--- config.mk ---
export PLATFORM = sky130hd
export DESIGN_NAME = uart_inst_loader
export DESIGN_NICKNAME = d
export VERILOG_FILES = /design/src/rtl/uart_inst_loader.sv
export SDC_FILE = /design/constraint.sdc
export NUM_CORES = 1
export LEC_CHECK = 0
export BUFFER_PORTS_ARGS = -buffer_cell sky130_fd_sc_hd__buf_2
export CORE_ASPECT_RATIO = 0.6
export CORE_MARGIN = 2
export CORE_UTILIZATION = 55
export CTS_CLUSTER_DIAMETER = 30
export CTS_CLUSTER_SIZE = 28
export DETAILED_ROUTE_END_ITERATION = 10
export GPL_TIMING_DRIVEN = 0
export PLACE_DENSITY = 0.73
export SETUP_SLACK_MARGIN = 0.2
export SLEW_MARGIN = 20
export SYNTH_ARGS = -nofsm -noshare
export SYNTH_HDL_FRONTEND = slang
export SYNTH_SLANG_ARGS = --single-unit
--- constraint.sdc ---
create_clock -name clk -period 2.8 [get_ports clk]
set_clock_uncertainty 0.15 [all_clocks]
set_input_delay 0.42 -clock clk [delete_from_list [all_inputs] [get_ports clk]]
set_output_delay 0.42 -clock clk [all_outputs]
set_load 0.02 [all_outputs]
--- src/rtl/uart_inst_loader.sv ---
// Buffers UART receive bytes and issues them as paced single-cycle instruction strobes.
// Optional `UART_INST_CRLF_FILTER_EN` drops 0x0D/0x0A bytes before they reach the FIFO.
module uart_inst_loader #(
    parameter int DEPTH_LOG2 = 4,
    parameter int GAP_CYCLES = 16
) (
    input  logic                clk,
    input  logic                rst,
    input  logic [7:0]          i_rx_data,
    input  logic                i_rx_valid,
    input  logic                i_tx_busy,
    output logic [7:0]          o_inst,
    output logic                o_inst_valid,
    output logic [7:0]          o_inst_cnt,
    output logic [DEPTH_LOG2:0] o_level,
    output logic                o_ovf
);

    localparam int DEPTH = 1 << DEPTH_LOG2;

    typedef enum logic [1:0] {
        S_IDLE,
        S_WAIT_TX,
        S_ISSUE,
        S_GAP
    } state_t;

    state_t              state, state_nxt;
    logic [7:0]          mem [DEPTH];
    logic [DEPTH_LOG2:0] wptr, rptr;
    logic [7:0]          gap_cnt, gap_cnt_nxt;
    logic [7:0]          head;
    logic                empty, full, byte_ok, push, pop, head_send;

`ifdef UART_INST_CRLF_FILTER_EN
    assign byte_ok = (i_rx_data != 8'h0D) && (i_rx_data != 8'h0A);
`else
    assign byte_ok = 1'b1;
`endif

    assign head      = mem[rptr[DEPTH_LOG2-1:0]];
    assign head_send = (head[7:6] == 2'b11);
    assign empty     = (wptr == rptr);
    assign full      = (wptr[DEPTH_LOG2] != rptr[DEPTH_LOG2]) &&
                       (wptr[DEPTH_LOG2-1:0] == rptr[DEPTH_LOG2-1:0]);
    assign pop       = (state == S_ISSUE);
    // A full FIFO still accepts a byte when the head leaves in the same cycle.
    assign push      = i_rx_valid && byte_ok && (!full || pop);
    assign o_level   = wptr - rptr;

    always_comb begin
        state_nxt   = state;
        gap_cnt_nxt = gap_cnt;
        case (state)
            S_IDLE: begin
                if (!empty) begin
                    state_nxt = (head_send && i_tx_busy) ? S_WAIT_TX : S_ISSUE;
                end
            end
            S_WAIT_TX: begin
                if (!i_tx_busy) begin
                    state_nxt = S_ISSUE;
                end
            end
            S_ISSUE: begin
                gap_cnt_nxt = 8'(GAP_CYCLES);
                state_nxt   = S_GAP;
            end
            S_GAP: begin
                if (gap_cnt <= 8'd1) begin
                    gap_cnt_nxt = 8'd0;
                    state_nxt   = S_IDLE;
                end else begin
                    gap_cnt_nxt = gap_cnt - 8'd1;
                end
            end
            default: state_nxt = S_IDLE;
        endcase
    end

    always_ff @(posedge clk or posedge rst) begin
        if (rst) begin
            state        <= S_IDLE;
            gap_cnt      <= 8'd0;
            wptr         <= '0;
            rptr         <= '0;
            o_inst       <= 8'd0;
            o_inst_valid <= 1'b0;
            o_inst_cnt   <= 8'd0;
            o_ovf        <= 1'b0;
        end else begin
            state   <= state_nxt;
            gap_cnt <= gap_cnt_nxt;
            if (push) begin
                wptr <= wptr + 1'b1;
            end
            if (pop) begin
                rptr       <= rptr + 1'b1;
                o_inst_cnt <= o_inst_cnt + 8'd1;
            end
            if (i_rx_valid && byte_ok && full && !pop) begin
                o_ovf <= 1'b1;
            end
            // Output strobe is registered so it is high during the ISSUE cycle itself.
            o_inst_valid <= (state_nxt == S_ISSUE);
            if (state_nxt == S_ISSUE) begin
                o_inst <= head;
            end
        end
    end

    always_ff @(posedge clk) begin
        if (push) begin
            mem[wptr[DEPTH_LOG2-1:0]] <= i_rx_data;
        end
    end

endmodule
==> metrics <==
adder-cell share of the synthesized area=2.49%; Compound-Gate Fraction of Synth Area=2.87%; ys flop type=edfxtp_1; CTS tree=done; post-synthesis cell count=376; critical path class=register to output port; Placer Congestion=0.815; IR Drop Worst-Case VDD=0.463 mV; Synthesized Nets=401; number of flops mapped to enable cells by yosys=128; unrepaired setup endpoints after global routing=yes; fin. max-slew vios=0; Synth top cells by count=edfxtp_1, dfrtp_1, mux4_2; Sink Count=166; multiplexer area fraction after synthesis=15.2%; global-route wire length before repair=23600 um; IO Count=35; Final setup viols=0; R2R Setup Slk=240 ps; Leak=3.11 nW; Finished Cell Area=8450 um2; sequential area share after synthesis=70.0%; # fillers=773; Synth async-reset ratio=22.9%; Cell Pwr Density=1120 nW/um2; Reg clk slew, reported paths=60 ps; R2R cell count=6; Fin. Hold Viols=0; Worst-Skew Late Latency=420 ps; Root Buffer=clkbuf_16; Worst-Margin Slew=742 ps; critical path launch point type=register; First-pass DRT Iterations=4; Die Y=90.4 um; DR iter-0 viols=342; yosys warns=0; Total GRT Usage=24.9%; chip width=148 um; Critical Path End Type=output port; Vias=3820; main combinational cell family by area after synthesis=multiplexers; setup TNS=0 ps; H-tree levels=4; reg2reg end=o_inst[5]; # diodes=0; wire per inst=24.5 um; Area Overhead vs Synth=23.5%; DRC errors left=0; fmax=384 MHz; die area=13400 um2; Finished Layout Cells=638; row cnt=31; area share of and/or/nand/nor cells after synthesis=4.42%; area post-placement=7300 um2; CP required=2230 ps; Post-Syn Area per Cell=18.2 um2; final WL=15600 um; slew margin rel.=50.6%; Vias per Instance=5.99; Core Box Area=12100 um2; initial antenna violation count=0; Pwr Total=9.43 mW; post-DP HPWL=9290 um; Worst EP arrival=2030 ps; area fraction of the dominant cell type after synthesis=56.1%; Post-Syn Area=6850 um2; Reg-to-Reg Start=rptr[0]; most common cell in the netlist=edfxtp_1; MaxCap Viol Count=0; Detail Route Antenna Nets=0; Starting Density=56.6%; Crit Path Max Fanout=2; HP Class=primary input to register; cell accounting for the most synthesized area=edfxtp_1; number of global-route vias before repair=3889; nets=485; grt ovf=0; hold slack=77.6 ps; #FFs+latches synth=166; worst setup path endpoint=o_level[4]; Tcrit/Tclk final=93.0%; number of buffers added on ports=34; Synth Area in XOR/XNOR=2.56%; largest net degree at the start of global routing=26; Max Root-Sink Buffers=2; outcome=finished, final reports clean; largest cells by area after synthesis=edfxtp_1, dfrtp_1, mux4_2; placed cells=576; layout cells sized above 1=38.7%; minimum clock period=2600 ps; CTS Buf Count=17; Netlist cell types=42; CP startpoint=wptr[0]
-- cell usage in the layout, fill, tap and decap left out, types with 4 or more instances in the layout --
cell       synthesis  routed
nor3_4             0       4
nor2_4             0      12
nand2_1           16      12
dfrtp_1           38      36
o21ai_0            9       9
nor3_1            10       6
nand4_1            5       5
inv_2              1       4
ha_1              12      10
xnor2_1           14      14
nor2_1            17       5
mux2_2             8       8
buf_12             1      14
nand2_4            0       4
mux2i_1            6       6
inv_1             16      11
buf_4              0      22
clkbuf_1           6       8
xor2_1             6       6
buf_2              1      32
mux4_2            33      35
nand2b_1           6       5
edfxtp_1         128     128
clkbuf_16          0      21
-- cell families after synthesis --
kind of cell	Yosys count
compound gates	29
fa+ha+maj	13
flops	166
xor+xnor	20
simple gates	63
buf+inv	32
mux	53
-- state kept, by name, summed over array words and instances, names as in the netlist --
signal,count
gap_cnt,8
rptr,5
mem,128
o_inst_cnt,8
o_inst_valid,1
wptr,5
o_inst,8
state,2
o_ovf,1
-- final cells by class --
cell class	count	area [um2]	area share (%)
flip-flops and latches	166	4800	56.7
multi-input cells	178	2070	24.5
clock buffers	29	586	6.93
repair buffers	65	536	6.34
well taps	165	206	2.44
plain buffers	15	158	1.87
inverters	17	73.8	0.873
clock inverters	3	22.5	0.266
-- critical path: stages (launching register included) --
cell and delay, ps:
dfrtp_1 400, inv_2 80, ha_2 190, fa_2 220, inv_2 40, a21o_1 200, a21oi_2 180, xnor2_1 130
buf_4 160
-- metrics by stage --
| step | worst slack (ps) | util (%) |
|---|---|---|
| after floorplan | 185 | - |
| after global placement | -700 | 60.1 |
| after detailed placement | -724 | 60.3 |
| after CTS | 193 | 69.0 |
| after global routing | 116 | 69.9 |
| final | 195 | 69.9 |
-- how the worst min path moves through the flow --
stage | start | to | slack, ps | depth (start not counted)
2_1_floorplan | gap_cnt[4] | gap_cnt[4] | 290 | 1
3_3_place_gp | o_ovf | o_ovf | 290 | 1
3_5_place_dp | rst | rptr[0] | 250 | 2
4_1_cts | i_rx_valid | o_ovf | 70 | 2
5_1_grt | i_rx_valid | o_ovf | 70 | 2
6_report | i_rx_valid | o_ovf | 80 | 2
-- per-layer routing --
metal / wire, um / GRT usage, % / up-vias
met4: 216 / 7.70 / 0
li1: - / - / 1631
met3: 1460 / 7.83 / 23
met5: 0 / 0 / -
met1: 6710 / 37.0 / 1987
met2: 7220 / 35.8 / 179
-- power breakdown --
part / switching, mW / total, mW / internal [mW]
Combinational: 2.08 / 3.77 / 1.70
Clock: 0.917 / 2.34 / 1.42
Sequential: 0.232 / 3.31 / 3.08
Total: 3.22 / 9.43 / 6.20
-- repair_timing --
| action | 4_1_cts | 5_1_grt |
|---|---|---|
| resized for setup | 52 | 13 |
| pin swaps | 10 | 1 |
| hold buffers | 1 | 0 |
| endpoints found under the setup margin | 144 | 138 |
| hold endpoints to repair | 13 | 0 |
| setup buffers | 20 | 9 |
No activity file was read; power rests on OpenSTA's default activity.
